[src/rtl/uart_rx_if.sv]
// rtl/uart_rx_if.sv - received-word holding register handshake (DATAo/VALIDo/RDYi).
interface uart_rx_if #(
  parameter int DATA_WDTH = 8
) ();
  logic [DATA_WDTH-1:0] DATAo;
  logic                 VALIDo;
  logic                 RDYi;

  modport master (output DATAo, output VALIDo, input RDYi);
  modport slave  (input DATAo, input VALIDo, output RDYi);
endinterface

[src/rtl/uart_rx.sv]
// rtl/uart_rx.sv - UART receiver (8N1, or 8E1/8O1 when UART_RX_PARITY_EN is defined).
// Word is presented on a valid/ready holding register; frame/overrun/parity errors pulse.
module uart_rx #(
  parameter int unsigned FREQ_CLK   = 100000000,
  parameter int          DATA_WDTH  = 8,
  parameter int          PARITY_ODD = 0
) (
  input  logic        CLKip,
  input  logic        rst,
  input  logic        RXi,
  input  logic [31:0] BAUD_RATEi,
  uart_rx_if.master   rx_if,
  output logic        BUSYo,
  output logic        FRAME_ERRo,
  output logic        OVERRUNo
`ifdef UART_RX_PARITY_EN
  ,
  output logic        PARITY_ERRo
`endif
);
  localparam int BCW = $clog2(DATA_WDTH + 1);

  typedef enum logic [2:0] {
    S_IDLE   = 3'd0,
    S_START  = 3'd1,
    S_DATA   = 3'd2,
    S_STOP   = 3'd3,
    S_BREAK  = 3'd4
`ifdef UART_RX_PARITY_EN
    ,
    S_PARITY = 3'd5
`endif
  } state_t;

  state_t               state_q, state_d;
  logic                 rx_meta_q, rx_s_q, rx_prev_q;
  logic [31:0]          n_q, n_d, cnt_q, cnt_d;
  logic [BCW-1:0]       bit_q, bit_d;
  logic [DATA_WDTH-1:0] shift_q, shift_d, data_q, data_d;
  logic                 valid_q, valid_d;
  logic                 commit_q, commit_d, stop_ok_q, stop_ok_d, par_ok_q, par_ok_d;
  logic                 fe_q, fe_d, ov_q, ov_d;
  logic [31:0]          n_calc;
  logic                 baud_ok, mid_start, mid_bit, accept;

  // A zero baud rate would divide by zero; it maps to N=0 and is rejected with short periods.
  assign n_calc    = (BAUD_RATEi == 32'd0) ? 32'd0 : FREQ_CLK / BAUD_RATEi;
  assign baud_ok   = (n_calc >= 32'd4);
  assign mid_start = (cnt_q == (n_q >> 1) - 32'd1);
  assign mid_bit   = (cnt_q == n_q - 32'd1);

`ifdef UART_RX_PARITY_EN
  localparam logic PAR_ODD_BIT = (PARITY_ODD != 0);
  logic pe_q, pe_d;
  assign PARITY_ERRo = pe_q;
`else
  logic unused_parity_odd;
  assign unused_parity_odd = (PARITY_ODD != 0);
`endif

  always_ff @(posedge CLKip) begin
    if (rst) begin
      state_q   <= S_IDLE;
      rx_meta_q <= 1'b1;
      rx_s_q    <= 1'b1;
      rx_prev_q <= 1'b1;
      n_q       <= '0;
      cnt_q     <= '0;
      bit_q     <= '0;
      shift_q   <= '0;
      data_q    <= '0;
      valid_q   <= 1'b0;
      commit_q  <= 1'b0;
      stop_ok_q <= 1'b0;
      par_ok_q  <= 1'b1;
      fe_q      <= 1'b0;
      ov_q      <= 1'b0;
`ifdef UART_RX_PARITY_EN
      pe_q      <= 1'b0;
`endif
    end else begin
      state_q   <= state_d;
      rx_meta_q <= RXi;
      rx_s_q    <= rx_meta_q;
      rx_prev_q <= rx_s_q;
      n_q       <= n_d;
      cnt_q     <= cnt_d;
      bit_q     <= bit_d;
      shift_q   <= shift_d;
      data_q    <= data_d;
      valid_q   <= valid_d;
      commit_q  <= commit_d;
      stop_ok_q <= stop_ok_d;
      par_ok_q  <= par_ok_d;
      fe_q      <= fe_d;
      ov_q      <= ov_d;
`ifdef UART_RX_PARITY_EN
      pe_q      <= pe_d;
`endif
    end
  end

  always_comb begin
    state_d   = state_q;
    n_d       = n_q;
    cnt_d     = cnt_q + 32'd1;
    bit_d     = bit_q;
    shift_d   = shift_q;
    commit_d  = 1'b0;
    stop_ok_d = stop_ok_q;
    par_ok_d  = par_ok_q;
    unique case (state_q)
      S_IDLE: begin
        cnt_d = '0;
        if (baud_ok && rx_prev_q && !rx_s_q) begin
          state_d  = S_START;
          n_d      = n_calc;
          par_ok_d = 1'b1;
        end
      end
      S_START: if (mid_start) begin
        cnt_d   = '0;
        bit_d   = '0;
        state_d = rx_s_q ? S_IDLE : S_DATA;
      end
      S_DATA: if (mid_bit) begin
        cnt_d   = '0;
        shift_d = {rx_s_q, shift_q[DATA_WDTH-1:1]};
        bit_d   = bit_q + 1'b1;
        if (bit_q == BCW'(DATA_WDTH - 1)) begin
`ifdef UART_RX_PARITY_EN
          state_d = S_PARITY;
`else
          state_d = S_STOP;
`endif
        end
      end
`ifdef UART_RX_PARITY_EN
      S_PARITY: if (mid_bit) begin
        cnt_d    = '0;
        par_ok_d = (rx_s_q == ((^shift_q) ^ PAR_ODD_BIT));
        state_d  = S_STOP;
      end
`endif
      // Leave at mid stop bit so a back-to-back start edge is not missed.
      S_STOP: if (mid_bit) begin
        cnt_d     = '0;
        commit_d  = 1'b1;
        stop_ok_d = rx_s_q;
        state_d   = rx_s_q ? S_IDLE : S_BREAK;
      end
      S_BREAK: begin
        cnt_d = '0;
        if (rx_s_q) state_d = S_IDLE;
      end
      default: state_d = S_IDLE;
    endcase
  end

  always_comb begin
    data_d  = data_q;
    valid_d = valid_q;
    fe_d    = 1'b0;
    ov_d    = 1'b0;
`ifdef UART_RX_PARITY_EN
    pe_d    = 1'b0;
`endif
    accept  = valid_q & rx_if.RDYi;
    if (accept) valid_d = 1'b0;
    if (commit_q) begin
      fe_d = !stop_ok_q;
`ifdef UART_RX_PARITY_EN
      pe_d = !par_ok_q;
`endif
      // An acceptance on the same edge frees the register, so no overrun then.
      if (stop_ok_q && par_ok_q) begin
        if (valid_q && !accept) begin
          ov_d = 1'b1;
        end else begin
          data_d  = shift_q;
          valid_d = 1'b1;
        end
      end
    end
    BUSYo        = (state_q != S_IDLE);
    FRAME_ERRo   = fe_q;
    OVERRUNo     = ov_q;
    rx_if.DATAo  = data_q;
    rx_if.VALIDo = valid_q;
  end
endmodule

[src/flat_wrapper.sv]
// flat-port wrapper written by rule: the top's interface ports become plain ports
module uart_rx_flat 
#(
  parameter int unsigned FREQ_CLK   = 100000000,
  parameter int          DATA_WDTH  = 8,
  parameter int          PARITY_ODD = 0
)
  (CLKip, rst, RXi, BAUD_RATEi, BUSYo, FRAME_ERRo, OVERRUNo, rx_if_DATAo, rx_if_VALIDo, rx_if_RDYi);
  uart_rx_if #(.DATA_WDTH(DATA_WDTH)) rx_if_i ();
  input  logic CLKip;
  input  logic rst;
  input  logic RXi;
  input  logic [31:0] BAUD_RATEi;
  output logic BUSYo;
  output logic FRAME_ERRo;
  output logic OVERRUNo;
  output wire logic [$bits(rx_if_i.DATAo)-1:0] rx_if_DATAo;
  output wire logic [$bits(rx_if_i.VALIDo)-1:0] rx_if_VALIDo;
  input wire logic [$bits(rx_if_i.RDYi)-1:0] rx_if_RDYi;
  assign rx_if_DATAo = rx_if_i.DATAo;
  assign rx_if_VALIDo = rx_if_i.VALIDo;
  assign rx_if_i.RDYi = rx_if_RDYi;
  uart_rx #(.FREQ_CLK(FREQ_CLK), .DATA_WDTH(DATA_WDTH), .PARITY_ODD(PARITY_ODD)) u_core (.CLKip(CLKip), .rst(rst), .RXi(RXi), .BAUD_RATEi(BAUD_RATEi), .rx_if(rx_if_i), .BUSYo(BUSYo), .FRAME_ERRo(FRAME_ERRo), .OVERRUNo(OVERRUNo));
endmodule
[config.mk]
export PLATFORM = sky130hd
export DESIGN_NAME = uart_rx_flat
export DESIGN_NICKNAME = d
export VERILOG_FILES = /design/src/rtl/uart_rx_if.sv /design/src/rtl/uart_rx.sv /design/src/flat_wrapper.sv
export SDC_FILE = /design/constraint.sdc
export NUM_CORES = 1
export LEC_CHECK = 0
export ABC_AREA = 1
export CAP_MARGIN = 5
export CORE_UTILIZATION = 25
export CTS_CLUSTER_SIZE = 14
export DETAILED_ROUTE_END_ITERATION = 8
export SYNTH_ARGS = -nofsm -noshare
export SYNTH_HDL_FRONTEND = slang
export SYNTH_SLANG_ARGS = --single-unit
[constraint.sdc]
create_clock -name CLKip -period 98.7 [get_ports CLKip]
set_input_delay 24.675 -clock CLKip [delete_from_list [all_inputs] [get_ports CLKip]]
set_output_delay 24.675 -clock CLKip [all_outputs]
set_load 0.005 [all_outputs]
==> results of run 1 <==
[layer usage]
metal | up-vias | part of all wire
li1 | 19600 | -
met1 | 17400 | 0.47
met2 | 949 | 0.45
met3 | 178 | 0.046
met4 | 4 | 0.028
met5 | - | 0.00014
[critical path: cells and delay by family]
family	cells	cell delay, ps
adder cells (fa/ha/maj)	30	9870
AND/OR/NAND/NOR	221	24450
multiplexers	1	250
XOR/XNOR	1	150
buffers and inverters	67	8140
AO/OA/AOI/OAI	158	24540
[power by group]
| part | leakage, nW | total (mW) | switching, mW | internal [mW] |
|---|---|---|---|---|
| sequential | 0.758 | 0.0390 | 0.000612 | 0.0384 |
| combinational | 18.7 | 0.0923 | 0.0592 | 0.0331 |
| clock | 0.153 | 0.0389 | 0.0186 | 0.0203 |
[cells in the mapped netlist (71+ instances only)]
library cell / instances / area (µm²)
nand3_1: 345 / 1730
nand2_1: 1452 / 5450
nor2_1: 472 / 1770
o21ai_0: 260 / 1300
o21ai_1: 71 / 355
xnor2_1: 188 / 1650
xor2_1: 324 / 2840
a21oi_1: 547 / 2740
ha_1: 500 / 6260
nor3_1: 83 / 415
dfxtp_1: 94 / 1880
inv_1: 734 / 2760
[registers in the layout, summed over array words and instances, names as in the netlist, 3 cells and up]
| register | cells |
|---|---|
| u_core.bit_q | 4 |
| u_core.cnt_q | 32 |
| u_core.n_q | 31 |
| u_core.rx_if.DATAo | 8 |
| u_core.shift_q | 8 |
| u_core.state_q | 3 |
[through the flow]
step | instances | area (µm²) | power, mW
2_1_floorplan | 5852 | 34800 | 0.107
3_3_place_gp | 7608 | 37200 | 0.129
3_5_place_dp | 7608 | 37200 | 0.129
4_1_cts | 7624 | 37500 | 0.169
5_1_grt | 7683 | 38400 | 0.183
6_report | 7684 | 38400 | 0.170
[worst paths after layout]
path,startpoint,endpoint,slack [ps],cells past startpoint
setup / recovery,BAUD_RATEi[25],u_core.n_q[0],6590,478
hold / removal,u_core.rx_meta_q,u_core.rx_s_q,410,1
setup reg to reg,u_core.n_q[1],u_core.cnt_q[4],93030,28
hold reg to reg,u_core.rx_meta_q,u_core.rx_s_q,410,1
[logic make-up (layout without fill, tap and decap cells)]
group	after synthesis	after routing
DFF	94	94
buffers and inverters	888	921
and+or+nand+nor	2621	2624
AOI/OAI and AO/OA	1229	1230
adders and majority gates	500	500
other	1	2
muxes	7	7
xor gates and xnor gates	512	512
[layout make-up]
class | count | area share
Sequential cell | 94 | 0.0490
Clock inverter | 7 | 0.00222
Timing Repair Buffer | 134 | 0.0312
Multi-Input combinational cell | 4874 | 0.775
Inverter | 767 | 0.0777
Clock buffer | 9 | 0.00587
Antenna cell | 1 | 0.0000652
Timing Repair inverter | 4 | 0.000587
Tap cell | 1794 | 0.0585
[what timing repair did]
| action | in CTS | in global routing |
|---|---|---|
| setup buffers | 0 | 51 |
| pin swaps | 0 | 7 |
| gates resized for setup | 5 | 118 |
| gates cloned | 0 | 8 |
| endpoints found under the setup margin | 1 | 34 |
==> impl_metrics.py, run 1 <==
metrics = {
    "finish": {
        "multi_input_area_um2": 29700,
        "final_util": 0.279,
        "area_growth_pct": 10.2,
        "seqCellArea_um2": 1880,
        "layout.cells.most_common": "nand2_1",
        "drive_above_1_share": 0.0783,
        "final_cell_mix": "1448 x nand2_1, 719 x inv_1, 546 x a21oi_1",
        "nets": 6420,
        "fillCellCount": 15500,
    },
    "die": {
        "die_h_um": 375,
        "rows": 136,
        "dieWidth_um": 375,
        "initial_utilization": 0.253,
        "die_area_um2": 141000,
        "ioPinCount": 48,
        "coreArea_um2": 138000,
    },
    "synthesis": {
        "yosysWarnings": 0,
        "synth_xor_area_frac": 0.129,
        "netlist_instances": 5852,
        "synth.distinct_cells": 77,
        "synth-compound-area-share": 0.209,
        "async_flop_share": 0,
        "synth_seq_cells": 94,
        "ys.flop_type": "dfxtp_1",
        "avgSynthCellArea_um2": 5.95,
        "synth_nets": 6388,
        "yosys.area_share.simple": 0.324,
        "syn-cell-area_um2": 34800,
        "synthMuxAreaShare": 0.00201,
        "synth_edf_count": 0,
        "yosysSeqAreaShare": 0.0540,
        "synth_top_family_by_area": "simple AND/OR/NAND/NOR gates",
        "synthAdderAreaFrac": 0.180,
    },
    "sta": {
        "final.min_clock_period_ps": 92110,
        "fin_setup_tns_ps": 0,
        "finalHoldViolCount": 0,
        "worst_slack_ps": 6590,
        "tightest_slew_ps": 1170,
        "skew_ps": 18.9,
        "hold_ws_ps": 413,
        "fmax_mhz": 10.9,
        "slew_headroom": 0.223,
        "period_share": 0.933,
        "setup_viol": 0,
        "slew_viol_final": 0,
    },
    "global_route": {
        "grt_pass1_vias": 35500,
        "use_met1": 0.229,
        "use_met3": 0.00974,
        "grt_pass1_wl_um": 192000,
        "grt.met2_usage": 0.284,
        "grt-busiest-layer": "met2",
        "grt-ovfl-total": 0,
        "track_usage": 0.168,
        "antenna_found_initial": 2,
        "grt_max_degree": 50,
    },
    "clock_tree": {
        "ctsHoldBuffers": 0,
        "clock_sinks": 94,
        "cts-htree-levels": 3,
        "clock_path_buffers": 2,
        "clk_pin_slew_ps": 70,
        "cts_buffers": 9,
        "insertion_delay_ps": 380,
        "cts-root-buf": "clkbuf_16",
        "cts_tree": "yes",
    },
    "route": {
        "vias": 38100,
        "antenna_left": 0,
        "viasPerCell": 4.95,
        "drt-total-wl_um": 124000,
        "drtIter0Drc": 2532,
        "wl_per_cell_um": 16.2,
        "drt_first_pass_iters": 9,
        "drc": 0,
    },
    "setup_path": {
        "endpoint_kind": "flip-flop",
        "cp_slowest_stage_delay_ps": 670,
        "setup.worst_path.start_class": "input port",
        "setup.worst_path.class": "in -> reg",
        "cpMostUsedCell": "nand2_1",
        "worst-path-max-fanout": 49,
        "critPathRequiredTime_ps": 98950,
        "cp.arrival_ps": 92350,
        "critical-path-slowest-cell": "clkdlybuf4s50_1",
    },
    "pwr": {
        "irDropWorstVdd_v": 0.00000757,
        "powerDensity_nw_per_um2": 4.43,
        "leakage_nw": 19.6,
    },
    "placement": {
        "gp_congestion": 0.961,
        "numPortBuffers": 47,
        "dp_hpwl_um": 99200,
        "place_ws_ps": -1040,
    },
    "job": {
        "drv_cap": 0,
    },
    "outcome": {
        "status": "completed",
    },
    "worst_hold_path": {
        "hold_class": "reg -> reg",
    },
}
(Power assumes the default switching activity.)
==> inputs of run 2 (changes only) <==
CAP_MARGIN = 15   (was 5)
TNS_END_PERCENT = 50   (was unset)
clock period = 101.6 ns   (was 98.7 ns; I/O delays follow)
==> run 2 against run 1 <==
Effect of this change: die area did not move; register-to-register slack improved by 2800 ps; highest routed layer is now met4; global-route usage fell by 0.079 points; first-iteration DRC count rose by 7.8%; sequential power fell by 3%; sequential cell count did not move; critical path type unchanged; combinational power fell by 3.6%.
==> impl_metrics.py, run 2 (synthesis results as in run 1) <==
metrics = {
    "outcome": {
        "status": "completed",
    },
    "route": {
        "wl_met1_um": 58600,
        "top_layer": "met4",
        "antenna_left": 0,
        "route.met3.wl_um": 5520,
        "viasPerCell": 4.95,
        "met2_length_um": 56100,
        "vias": 37900,
        "drt_first_pass_iters": 6,
        "drt-total-wl_um": 123000,
        "drtIter0Drc": 2729,
        "drc": 0,
        "wl_per_cell_um": 16.1,
    },
    "finish": {
        "seqCellArea_um2": 1880,
        "nets": 6400,
        "final_area_um2": 38100,
        "area_growth_pct": 9.34,
        "multi_input_area_um2": 29600,
        "drive_above_1_share": 0.0709,
        "regMostFlops": "u_core.cnt_q",
        "final_util": 0.276,
        "largest_reg_flops": 32,
        "layout.cells.most_common": "nand2_1",
        "fillCellCount": 15500,
        "top_regs": "u_core.cnt_q (32), u_core.n_q (31)",
        "final_cell_mix": "1450 x nand2_1, 724 x inv_1, 547 x a21oi_1",
        "fin_cells": 7663,
    },
    "die": {
        "die_h_um": 375,
        "die_area_um2": 141000,
        "rows": 136,
        "coreArea_um2": 138000,
        "ioPinCount": 48,
        "initial_utilization": 0.253,
        "dieWidth_um": 375,
    },
    "setup_path": {
        "critical-path-slowest-cell": "nor2_1",
        "setup.worst_path.start_class": "input port",
        "crit_family": "simple AND/OR/NAND/NOR gates",
        "worst-path-max-fanout": 38,
        "cp_slowest_stage_delay_ps": 430,
        "reg2reg_slack_ps": 95780,
        "setup.worst_path.class": "in -> reg",
        "critPathBufInv": 67,
        "r2r_end": "u_core.cnt_q[24]",
        "critPathRequiredTime_ps": 101840,
        "cp.arrival_ps": 94830,
        "reg2reg_from": "u_core.n_q[1]",
        "cp.depth": 479,
        "cpMostUsedCell": "nand2_1",
        "critPathLaunch": "BAUD_RATEi[11]",
        "r2r_cells": 28,
        "endpoint_kind": "flip-flop",
        "crit_end": "u_core.n_q[0]",
    },
    "clock_tree": {
        "cts_tree": "yes",
        "ctsHoldBuffers": 0,
        "clk_pin_slew_ps": 60,
        "clock_sinks": 94,
        "cts-htree-levels": 3,
        "insertion_delay_ps": 370,
        "clock_path_buffers": 2,
        "cts_buffers": 9,
        "cts-root-buf": "clkbuf_16",
    },
    "sta": {
        "setup_viol": 0,
        "period_share": 0.931,
        "slew_headroom": 0.212,
        "finalHoldViolCount": 0,
        "final.min_clock_period_ps": 94590,
        "fmax_mhz": 10.6,
        "tightest_slew_ps": 1180,
        "hold_ws_ps": 416,
        "slew_viol_final": 0,
        "skew_ps": 14.7,
    },
    "placement": {
        "numPortBuffers": 47,
        "placedInstanceArea_um2": 37200,
        "dp_hpwl_um": 99300,
        "place_inst": 7607,
        "gp_congestion": 0.958,
    },
    "worst_hold_path": {
        "hold_class": "reg -> reg",
        "min_delay_path_depth": 1,
    },
    "job": {
        "drv_cap": 0,
    },
    "global_route": {
        "grt-ovfl-total": 0,
        "grt_pass1_wl_um": 191000,
        "grt_pass1_vias": 35300,
        "track_usage": 0.167,
        "grt_max_degree": 50,
        "antenna_found_initial": 1,
    },
    "pwr": {
        "leakage_nw": 19.5,
        "irDropWorstVdd_v": 0.00000638,
        "powerDensity_nw_per_um2": 4.28,
    },
}
run 2: report_power, final:
group	internal, mW	switching, mW	total [mW]
combinational	0.0319	0.0571	0.0890
clock	0.0197	0.0162	0.0359
sequential	0.0373	0.000591	0.0379
total	0.0889	0.0739	0.163
run 2: how the worst min path moves through the flow:
stage / start / to / slack, ps
after CTS: u_core.rx_meta_q / u_core.rx_s_q / 420
final: u_core.rx_meta_q / u_core.rx_s_q / 420
after global placement: u_core.rx_meta_q / u_core.rx_s_q / 400
after detailed placement: u_core.rx_meta_q / u_core.rx_s_q / 400
after global routing: u_core.rx_meta_q / u_core.rx_s_q / 440
after floorplan: u_core.rx_meta_q / u_core.rx_s_q / 390
run 2: timing repair:
| action | in CTS | in global routing |
|---|---|---|
| buffers inserted | 0 | 33 |
| gates resized for setup | 0 | 73 |
| endpoints found under the setup margin | 0 | 34 |
run 2: final cells by class:
type | instances | share of cell area
inverter | 767 | 0.0779
sequential | 94 | 0.0494
clock buffer | 10 | 0.00628
tap | 1794 | 0.0590
timing repair buffer | 116 | 0.0275
antenna | 1 | 0.0000657
multi-input combinational | 4873 | 0.778
clock inverter | 5 | 0.00158
timing repair inverter | 3 | 0.000493
run 2: routing by layer:
layer	global-route usage	vias to the layer above
li1	-	19500
met1	0.229	17200
met2	0.285	980
met3	0.00901	162
met4	0.0415	0
met5	0	-
run 2: through the flow:
stage / total power [mW] / setup slack (ps) / TNS [ps]
detailed placement: 0.126 / 540 / 0
global route: 0.175 / -112 / -112
finish: 0.163 / 7010 / 0
CTS: 0.162 / 684 / 0
floorplan: 0.104 / 15550 / 0
global placement: 0.126 / 2140 / 0
